[config.mk]
export PLATFORM = sky130hd
export DESIGN_NAME = trap_ctrl
export DESIGN_NICKNAME = d
export VERILOG_FILES = /design/src/rtl/trap_pkg.sv /design/src/rtl/trap_cause_enc.sv /design/src/rtl/trap_ctrl.sv
export SDC_FILE = /design/constraint.sdc
export NUM_CORES = 1
export LEC_CHECK = 0
export ABC_CLOCK_PERIOD_IN_PS = 11400
export BUFFER_PORTS_ARGS = -buffer_cell sky130_fd_sc_hd__buf_2
export CORE_MARGIN = 2
export CORE_UTILIZATION = 40
export DETAILED_ROUTE_END_ITERATION = 8
export PLACE_DENSITY = 0.64
export SKIP_CTS_REPAIR_TIMING = 1
export SYNTH_ARGS = -nofsm -noshare
export SYNTH_HDL_FRONTEND = slang
export SYNTH_HIERARCHICAL = 1
export SYNTH_SLANG_ARGS = --single-unit
[constraint.sdc]
create_clock -name clk -period 11.4 [get_ports clk]
set_input_delay 2.85 -clock clk [delete_from_list [all_inputs] [get_ports clk]]
set_output_delay 2.85 -clock clk [all_outputs]
set_load 0.02 [all_outputs]
[src/rtl/trap_pkg.sv]
// Shared definitions for the machine-mode trap controller: FSM state and
// accept-type enums, CSR addresses, cause codes, interrupt bit positions
// and mstatus field positions.
package trap_pkg;

  typedef enum logic [2:0] {
    IDLE,
    W_MEPC,
    W_MCAUSE,
    W_MSTATUS,
    REDIRECT
  } state_e;

  typedef enum logic [2:0] {
    ACC_NONE,
    ACC_IRQ,
    ACC_EBREAK,
    ACC_ECALL,
    ACC_MRET
  } acc_e;

  localparam logic [11:0] CSR_MSTATUS = 12'h300;
  localparam logic [11:0] CSR_MEPC    = 12'h341;
  localparam logic [11:0] CSR_MCAUSE  = 12'h342;

  // Exception codes; the interrupt flag (MSB) is added by the encoder.
  localparam int unsigned CAUSE_MSI        = 3;
  localparam int unsigned CAUSE_MTI        = 7;
  localparam int unsigned CAUSE_MEI        = 11;
  localparam int unsigned CAUSE_BREAKPOINT = 3;
  localparam int unsigned CAUSE_ECALL_M    = 11;

  // mie/mip bit positions.
  localparam int unsigned IRQ_MSI_BIT = 3;
  localparam int unsigned IRQ_MTI_BIT = 7;
  localparam int unsigned IRQ_MEI_BIT = 11;

  // mstatus field positions.
  localparam int unsigned MSTATUS_MIE    = 3;
  localparam int unsigned MSTATUS_MPIE   = 7;
  localparam int unsigned MSTATUS_MPP_LO = 11;
  localparam int unsigned MSTATUS_MPP_HI = 12;

  localparam logic [1:0] PRIV_M              = 2'b11;
  localparam logic [1:0] MTVEC_MODE_VECTORED = 2'b01;

endpackage

[src/rtl/trap_cause_enc.sv]
// Combinational request arbiter: picks at most one request per cycle
// (interrupt > ebreak > ecall > mret) and produces its mcause value.
//   inst_valid_i          commit-stage instruction valid
//   ecall_i/ebreak_i/mret_i  decoded system instructions
//   mstatus_mie_i         mstatus.MIE
//   mie_i, mip_i          interrupt enable / pending CSRs
//   acc_o                 accepted request type (ACC_NONE if nothing)
//   cause_o               mcause value for the accepted trap (0 for mret)
module trap_cause_enc
  import trap_pkg::*;
#(
  parameter int XLEN = 64
) (
  input  logic            inst_valid_i,
  input  logic            ecall_i,
  input  logic            ebreak_i,
  input  logic            mret_i,
  input  logic            mstatus_mie_i,
  input  logic [XLEN-1:0] mie_i,
  input  logic [XLEN-1:0] mip_i,
  output acc_e            acc_o,
  output logic [XLEN-1:0] cause_o
);

  logic [XLEN-1:0] irq_act;
  logic            irq_pend;

  assign irq_act  = mie_i & mip_i;
  assign irq_pend = mstatus_mie_i && (irq_act != '0);

  // NOTE: every output gets a default first so no path leaves it unassigned,
  // which would otherwise infer a latch.
  always_comb begin
    acc_o   = ACC_NONE;
    cause_o = '0;
    if (inst_valid_i) begin
      if (irq_pend) begin
        acc_o            = ACC_IRQ;
        cause_o[XLEN-1]  = 1'b1;
        // Enabled bits outside MEI/MSI/MTI fall through to the timer code.
        if (irq_act[IRQ_MEI_BIT])      cause_o[XLEN-2:0] = (XLEN-1)'(CAUSE_MEI);
        else if (irq_act[IRQ_MSI_BIT]) cause_o[XLEN-2:0] = (XLEN-1)'(CAUSE_MSI);
        else                           cause_o[XLEN-2:0] = (XLEN-1)'(CAUSE_MTI);
      end else if (ebreak_i) begin
        acc_o   = ACC_EBREAK;
        cause_o = XLEN'(CAUSE_BREAKPOINT);
      end else if (ecall_i) begin
        acc_o   = ACC_ECALL;
        cause_o = XLEN'(CAUSE_ECALL_M);
      end else if (mret_i) begin
        acc_o = ACC_MRET;
      end
    end
  end

endmodule

[src/rtl/trap_ctrl.sv]
// Machine-mode trap entry / mret sequencer. Accepts one request in IDLE,
// snapshots the architectural state, then drives the CSR write port one
// register per cycle and finally holds a fetch redirect until accepted.
//   clk, rst                 clock, synchronous active-high reset
//   inst_valid, pc           commit-stage instruction and its PC
//   ecall, ebreak, mret      decoded commit-stage system instructions
//   csr_mstatus..csr_mepc    current CSR values
//   csr_w_en/addr/data       CSR write port (owned while busy)
//   busy                     stall pipeline / gate pipeline CSR writes
//   flush                    one-cycle pulse after each accepted request
//   redirect_valid/pc/ready  fetch redirect handshake
module trap_ctrl
  import trap_pkg::*;
#(
  parameter int XLEN         = 64,
  parameter bit MTVEC_VEC_EN = 1'b1
) (
  input  logic            clk,
  input  logic            rst,
  input  logic            inst_valid,
  input  logic [XLEN-1:0] pc,
  input  logic            ecall,
  input  logic            ebreak,
  input  logic            mret,
  input  logic [XLEN-1:0] csr_mstatus,
  input  logic [XLEN-1:0] csr_mie,
  input  logic [XLEN-1:0] csr_mip,
  input  logic [XLEN-1:0] csr_mtvec,
  input  logic [XLEN-1:0] csr_mepc,
  output logic            csr_w_en,
  output logic [11:0]     csr_w_addr,
  output logic [XLEN-1:0] csr_w_data,
  output logic            busy,
  output logic            flush,
  output logic            redirect_valid,
  output logic [XLEN-1:0] redirect_pc,
  input  logic            redirect_ready
);

  state_e          state_q, state_d;
  logic [XLEN-1:0] pc_q, pc_d, cause_q, cause_d, mstatus_q, mstatus_d;
  logic [XLEN-1:0] mtvec_q, mtvec_d, mepc_q, mepc_d;
  logic            is_mret_q, is_mret_d;
  logic            accept;

  acc_e            acc;
  logic [XLEN-1:0] cause;

  trap_cause_enc #(.XLEN(XLEN)) u_cause_enc (
    .inst_valid_i  (inst_valid),
    .ecall_i       (ecall),
    .ebreak_i      (ebreak),
    .mret_i        (mret),
    .mstatus_mie_i (csr_mstatus[MSTATUS_MIE]),
    .mie_i         (csr_mie),
    .mip_i         (csr_mip),
    .acc_o         (acc),
    .cause_o       (cause)
  );

  // Next state and snapshot capture. Requests are only looked at in IDLE,
  // so anything raised mid-sequence is simply re-evaluated afterwards.
  always_comb begin
    state_d   = state_q;
    pc_d      = pc_q;
    cause_d   = cause_q;
    mstatus_d = mstatus_q;
    mtvec_d   = mtvec_q;
    mepc_d    = mepc_q;
    is_mret_d = is_mret_q;
    accept    = 1'b0;
    case (state_q)
      IDLE: begin
        if (acc != ACC_NONE) begin
          accept    = 1'b1;
          pc_d      = pc;
          cause_d   = cause;
          mstatus_d = csr_mstatus;
          mtvec_d   = csr_mtvec;
          mepc_d    = csr_mepc;
          is_mret_d = (acc == ACC_MRET);
          state_d   = (acc == ACC_MRET) ? W_MSTATUS : W_MEPC;
        end
      end
      W_MEPC:    state_d = W_MCAUSE;
      W_MCAUSE:  state_d = W_MSTATUS;
      W_MSTATUS: state_d = REDIRECT;
      REDIRECT:  if (redirect_ready) state_d = IDLE;
      default:   state_d = IDLE;
    endcase
  end

  // Derived write data and redirect target, computed from the snapshot only.
  logic [XLEN-1:0] mstatus_wr, mtvec_base, target;

  always_comb begin
    mstatus_wr = mstatus_d;
    if (is_mret_d) begin
      mstatus_wr[MSTATUS_MIE]  = mstatus_d[MSTATUS_MPIE];
      mstatus_wr[MSTATUS_MPIE] = 1'b1;
    end else begin
      mstatus_wr[MSTATUS_MPIE] = mstatus_d[MSTATUS_MIE];
      mstatus_wr[MSTATUS_MIE]  = 1'b0;
    end
    mstatus_wr[MSTATUS_MPP_HI:MSTATUS_MPP_LO] = PRIV_M;

    mtvec_base = {mtvec_d[XLEN-1:2], 2'b00};
    if (is_mret_d)
      target = mepc_d;
    else if (MTVEC_VEC_EN && (mtvec_d[1:0] == MTVEC_MODE_VECTORED) && cause_d[XLEN-1])
      target = mtvec_base + {cause_d[XLEN-3:0], 2'b00};  // base + 4*code
    else
      target = mtvec_base;
  end

  // Output values for the state being entered, so the ports are registers.
  logic            w_en_d, rv_d;
  logic [11:0]     w_addr_d;
  logic [XLEN-1:0] w_data_d, rpc_d;

  always_comb begin
    w_en_d   = 1'b0;
    w_addr_d = '0;
    w_data_d = '0;
    rv_d     = 1'b0;
    rpc_d    = '0;
    case (state_d)
      W_MEPC:    begin w_en_d = 1'b1; w_addr_d = CSR_MEPC;    w_data_d = pc_d;       end
      W_MCAUSE:  begin w_en_d = 1'b1; w_addr_d = CSR_MCAUSE;  w_data_d = cause_d;    end
      W_MSTATUS: begin w_en_d = 1'b1; w_addr_d = CSR_MSTATUS; w_data_d = mstatus_wr; end
      REDIRECT:  begin rv_d   = 1'b1; rpc_d    = target; end
      default: ;
    endcase
  end

  // NOTE: sequential state uses non-blocking assignments so every register
  // samples pre-edge values regardless of statement order.
  always_ff @(posedge clk) begin
    if (rst) begin
      // NOTE: the snapshots are cleared on reset too, so an aborted
      // sequence leaves no stale trap state behind.
      state_q        <= IDLE;
      pc_q           <= '0;
      cause_q        <= '0;
      mstatus_q      <= '0;
      mtvec_q        <= '0;
      mepc_q         <= '0;
      is_mret_q      <= 1'b0;
      csr_w_en       <= 1'b0;
      csr_w_addr     <= '0;
      csr_w_data     <= '0;
      busy           <= 1'b0;
      flush          <= 1'b0;
      redirect_valid <= 1'b0;
      redirect_pc    <= '0;
    end else begin
      state_q        <= state_d;
      pc_q           <= pc_d;
      cause_q        <= cause_d;
      mstatus_q      <= mstatus_d;
      mtvec_q        <= mtvec_d;
      mepc_q         <= mepc_d;
      is_mret_q      <= is_mret_d;
      csr_w_en       <= w_en_d;
      csr_w_addr     <= w_addr_d;
      csr_w_data     <= w_data_d;
      busy           <= (state_d != IDLE);
      flush          <= accept;
      redirect_valid <= rv_d;
      redirect_pc    <= rpc_d;
    end
  end

endmodule

; ---- Word level (Yosys, flattened, before mapping)
; Cells that the tools add are included.
[word_totals]
output_inout_bits = 144
wordCells = 75
inputBits = 391
ff_bits = 468
[classes]
addsub = 1
reduce_logical = 10
eq_ne = 10
bitwise_logic = 3
muxes = 36
[ops]
columns = op, count
row1 = $mux 64, 15
row2 = $pmux 64 s3, 1
row3 = $add 64x64->64, 1
row4 = $and 64x64->64, 1
row5 = $reduce_bool 64->1, 1
row6 = $mux 63, 1
row7 = $pmux 10 s3, 1
row8 = $mux 3, 8
row9 = $pmux 3 s5, 1
row10 = $eq 3x2->1 const B, 4
row11 = $eq 3x3->1 const B, 3
row12 = $mux 1, 7
row13 = $eq 3x1->1 const B, 2
row14 = $reduce_bool 3->1, 2
row15 = $mux 4, 1
row16 = $reduce_or 2->1, 2
row17 = $logic_not 3->1, 1
row18 = $reduce_or 3->1, 1
row19 = $eq 2x1->1 const B, 1
row20 = $logic_and 1x1->1, 2
row21 = $mux 2, 1
row22 = $not 1->1, 2
row23 = $reduce_and 2->1, 1

; ---- Logic depth before layout (Yosys ltp)
[depth]
depth_word = 12
ltp_mapped = 31
ltp_nobuf = 25

; ---- By module
; Netlist, hierarchy kept.
[modules_own_cells]
columns = mod, seq_area_each_um2, area_per_inst_um2, cells_each, n_inst
row1 = trap_ctrl, 7867.5, 20223.1, 2420, 1
row2 = trap_cause_enc, 0.0, 894.6, 114, 1

; ---- Least setup slack after synthesis
; No wires, ideal clock.
[synth_path]
path_kind = input-to-reg
startpoint = input csr_mie[0]
endpoint = register redirect_pc[57]
setup_time_ns = 0.137
t_required_ns = 11.263
t_arrival_ns = 9.387
path_stages = 28
path_slack_ns = 1.877
path_buffers = 4
path_cell_list = a22o_1 > a221oi_2 > nand3_1 > or4_4 > o41ai_4 > nor3b_1 > nor3_4 > nor2_4 > buf_2 > buf_2 > clkbuf_1 > buf_1 > mux2i_1 > inv_1 > ha_1 > a21o_1 > a21o_1 > maj3_1 > o2bb2ai_1 > a31o_2 > nor4_1 > a22oi_2 > a41oi_2 > nor2_1 > a311o_1 > xor2_1 > a21oi_1 > o22ai_1
[synth_via]
elab_cells_between_ends = 28
classes_between = 1 x add/sub / 3 x eq/ne / 17 x mux / 2 x bitwise / 5 x reduce/logical
[synth_lines]
columns = item, line
row1 = from (decl), trap_ctrl.sv:26  ; input logic [XLEN-1:0] csr_mie,
row2 = $and 64x64->64, trap_cause_enc.sv:28  ; assign irq_act = mie_i & mip_i;
row3 = $reduce_bool 64->1, trap_cause_enc.sv:29  ; assign irq_pend = mstatus_mie_i && (irq_act != '0);
row4 = $logic_and 1x1->1, trap_cause_enc.sv:29
row5 = $mux 3, trap_cause_enc.sv:37  ; if (irq_pend) begin
row6 = $mux 3, trap_cause_enc.sv:36  ; if (inst_valid_i) begin
row7 = via acc[1], trap_ctrl.sv:46  ; acc_e acc;
row8 = $reduce_bool 3->1, trap_ctrl.sv:74  ; if (acc != ACC_NONE) begin
row9 = $mux 64, trap_ctrl.sv:74
row10 = $mux 64, trap_ctrl.sv:72  ; case (state_q)
row11 = via mtvec_d[30], trap_ctrl.sv:42  ; logic [XLEN-1:0] mtvec_q, mtvec_d, mepc_q, mepc_d;
row12 = $add 64x64->64, trap_ctrl.sv:111  ; target = mtvec_base + {cause_d[XLEN-3:0], 2'b00};
row13 = $mux 64, trap_ctrl.sv:110  ; else if (MTVEC_VEC_EN && (mtvec_d[1:0] == MTVEC_MODE_VECTORED) && cause_d[XLEN-1])
row14 = $mux 64, trap_ctrl.sv:108  ; if (is_mret_d)
row15 = to (signal assigned), trap_ctrl.sv:170  ; redirect_pc <= rpc_d;
row16 = to (decl), trap_ctrl.sv:36  ; output logic [XLEN-1:0] redirect_pc,
; The timed path passes the listed nets, and every way through them passes these cells.
; A chain may end at the register's enable or synchronous reset.

; ---- Worst setup path after layout
[layout_path]
startpoint = input csr_mie[8]
endpoint = register redirect_pc[62]
[layout_via]
elab_chain_cells = 12
elab_cells_between_ends = 28
classes_between = 1 x add/sub / 3 x eq/ne / 17 x mux / 2 x bitwise / 5 x reduce/logical
[layout_lines]
columns = item, line
row1 = $and 64x64->64 (*), trap_cause_enc.sv:28
row2 = $reduce_bool 64->1 (*), trap_cause_enc.sv:29
row3 = $logic_and 1x1->1 (*), trap_cause_enc.sv:29
row4 = $mux 3 (*), trap_cause_enc.sv:37
row5 = $mux 3 (*), trap_cause_enc.sv:36
row6 = via acc[1], trap_ctrl.sv:46
row7 = "parallel branches: the longest is 7 deep, another holds $add 64x64->64", n/a
; Mark *: on every way through the listed nets, which the timed path passes.

==> summary.txt <==
Synth
  • Synth area leaders: dfxtp_1 37%, mux2i_1 11%, nor2_1 6.0%, a21oi_1 4.4%, nand2_1 4.2%
  • Top-area cell type share of the netlist area: 37.3%
  • Synth Flop Type: dfxtp_1
  • Post-synthesis sequential area ratio: a little under two fifths
  • Number of synthesized register bits: 393
  • Number of synthesized flops with an enable pin: 0
  • Synth Instances: 2534
  • Ys Warns: 6
  • FFs w/ async S/R, synth: 0%
  • Netlist cell types: 90
  • Most frequent cell after synthesis: dfxtp_1
  • Dominant cell type by area after synthesis: dfxtp_1
  • Netlist Area Pre-Place: roughly 21000 um2
  • Mean Syn Cell Area: 8.33 um2
  • Synth cell count leaders: 393 x dfxtp_1, 335 x nor2_1, 237 x mux2i_1, 237 x nand2_1, 185 x a21oi_1

Setup path
  • R2R Path End: redirect_pc[62]
  • CP peak stage delay: 0.59 ns
  • Worst reg-to-reg setup slack: 5.71 ns
  • Data arrival, critical path: about 10 ns
  • Critical path's slowest cell: o41ai_4
  • Startpoint types: primary input
  • Reg2Reg Depth: 19
  • WP depth: 25
  • Crit path required time: 11.85 ns
  • CP Buf/Inv Count: 3
  • Crit Path Category: in2reg
  • Crit path max-delay family: compound AO/OA/AOI/OAI gates
  • R2R Path Start: state_q[1]
  • Critical-path maximum fanout: 12
  • Critical Path End Type: flop
  • Critical Path Most Common Cell: o21ai_0

Routing
  • Final ANT Viol Nets: 0
  • Via count: 19847
  • DRC viols: 0
  • Initial DRC count: 1328
  • Vias/cell: between 5 and 6
  • Drt total wl: 75000 um
  • Pre-Repair DR Iteration Count: 5
  • Avg WL per Cell: 20.4 um

Timing
  • Worst Skew: 0.0249 ns
  • Final setup fails: 0
  • Final critical-path share of the clock period: 84.1%
  • Endpoints failing hold: 0
  • Fin crit period: 9.59 ns
  • Post-Route Setup TNS: 0 ns
  • Slew HR: 25.0%
  • RSZ-0062 raised after global routing: no
  • Worst slew pin tran: 1.12 ns
  • Max Clk Rate: 104 MHz
  • Slew Limit Fails: 0

Hold path
  • Hold path endpoint: mstatus_q[4]
  • Min-delay worst type: reg2reg
  • Worst hold path depth: 2
  • Hold Crit Start: mstatus_q[4]

Floorplan
  • Die width: roughly 230 um
  • Die height: between 200 and 250 um
  • Core Rows: 84
  • I/O pin count: between 500 and 600
  • Core ar.: 52300 um2
  • DIE AREA: 54600 um2
  • Initial Utilization: 40.3%

Pwr
  • Design Power: 4.36 mW
  • Sequential Power Share: 35.5%
  • Peak supply drop: 0.126 mV
  • PD cells: 171 nW/um2
  • P_sw: 1.47 mW
  • Internal: 2.89 mW
  • Comb pwr share: 28.1%
  • Sw Ratio: 33.7%
  • Clk pwr share: 36.4%
  • Static leakage: between 10 and 15 nW

Place
  • Port bufs: 525
  • Post-DP HPWL: 55600 um
  • GPL Wtd Cong: around 0.94

Global route
  • Initial antenna violation count: 16
  • Largest net degree at the start of global routing: 113
  • Gr ovfl total: 0
  • GR Util All Layers: between 20% and 30%
  • First-pass GRT wire length: around 110000 um
  • Vias in the first global route: 19193

CTS
  • Clock-pin slew on the worst setup and hold paths: 0.06 ns
  • Clock Sinks: roughly 400
  • Clock root cell: clkbuf_16
  • Clock Latency Late Sink: 0.58 ns
  • CTS tree: done
  • H-tree depth: 2
  • Inserted Clock Buffers: 46
  • Clock Path Buffers: 3

Run status
  • Status: finished, final reports clean

Job
  • MaxCap Viol Count: 0

Finish
  • Finished Core Util: 48.8%
  • Fraction of layout cells with a size suffix above 1: 22.7%
  • Final nets: 3383
  • P&R area growth vs syn: 20.8%
## worst reg2reg max path: cells and delay by family (launching register included)
family	cells	cell delay, ns
simple gates	2	0.59
mux	2	0.54
buf+inv	2	0.43
fa+ha+maj	2	0.78
xor+xnor	1	0.20
compound gates	10	2.58
flops	1	0.46
## area by class of cell
cell class	count	area, um2
fill	5110	26800
multi-input combinational	1859	11900
sequential	393	7870
timing repair buffer	551	2850
clock buffer	58	1270
tap	688	861
clock inverter	27	367
inverter	97	364
antenna	8	20.0
## flip-flops by register name, summed over array words and instances (netlist names), named ones only
signal and count:
state_q 3, busy 1, flush 1, redirect_pc 64, mepc_q 64, csr_w_data 64
mstatus_q 62, csr_w_addr 4, mtvec_q 64, redirect_valid 1, is_mret_q 1, cause_q 63
## per-layer routing
metal	GRT usage [%]	routed length [um]	part of all wire, %	up-vias
li1	-	-	-	9578
met1	35.7	33400	45	9471
met2	42.1	33600	45	668
met3	7.28	5940	7.9	114
met4	7.71	1870	2.5	16
met5	0	111	0.15	-
## through the flow
| step | cell area, um2 | setup WS [ns] | hold WS, ns | std cells |
|---|---|---|---|---|
| 2_1_floorplan | 21400 | 1.88 | 0.431 | 2598 |
| 3_3_place_gp | 23900 | 1.42 | 0.440 | 3588 |
| 3_5_place_dp | 23900 | 1.42 | 0.447 | 3588 |
| 4_1_cts | 25500 | 2.01 | 0.455 | 3673 |
| 5_1_grt | 25500 | 1.51 | 0.464 | 3677 |
| 6_report | 25500 | 1.81 | 0.453 | 3681 |
## cell usage in the layout (no fill, tap or decap), types with 25 or more instances in the layout
cell type	Yosys	layout
a211oi_1	40	39
a21o_1	32	32
a21oi_1	185	184
a31oi_1	33	33
buf_2	23	524
buf_4	70	25
clkbuf_16	0	47
conb_1	2	66
dfxtp_1	393	393
ha_1	44	44
inv_1	97	97
mux2i_1	237	237
nand2_1	237	236
nand3_1	75	75
nor2_1	335	334
o211ai_1	60	60
o21ai_0	68	67
xnor2_1	80	80
xor2_1	61	61
## cells by family (layout without fill, tap and decap cells)
| logic type | count (synthesis) | after routing | synth area share (%) |
|---|---|---|---|
| AOI/OAI and AO/OA | 587 | 587 | 18.7 |
| xor gates and xnor gates | 141 | 141 | 5.85 |
| adders and majority gates | 53 | 53 | 3.03 |
| buffers and inverters | 346 | 733 | 7.68 |
| DFF | 393 | 393 | 37.3 |
| muxes | 239 | 239 | 11.3 |
| other | 2 | 74 | 0.0356 |
| and+or+nand+nor | 773 | 773 | 16.1 |
## power by group through the flow
stage               Sequential [mW]  Clock [mW]  Combinational, mW
global placement               1.57           0               1.19
CTS                            1.55        1.62               1.22
finish                         1.55        1.59               1.23
detailed placement             1.57           0               1.21
global route                   1.56        1.67               1.34
floorplan                      1.60           0              0.829
## worst max-delay path by stage
stage	startpoint	endpoint	slack (ns)
2_1_floorplan	csr_mie[0]	redirect_pc[57]	1.88
6_report	csr_mie[8]	redirect_pc[62]	1.81
5_1_grt	csr_mie[8]	redirect_pc[34]	1.51
3_5_place_dp	csr_mie[8]	redirect_pc[34]	1.42
4_1_cts	csr_mie[8]	redirect_pc[34]	2.01
3_3_place_gp	csr_mie[8]	redirect_pc[62]	1.42
Power figures use the tool's default switching activity.
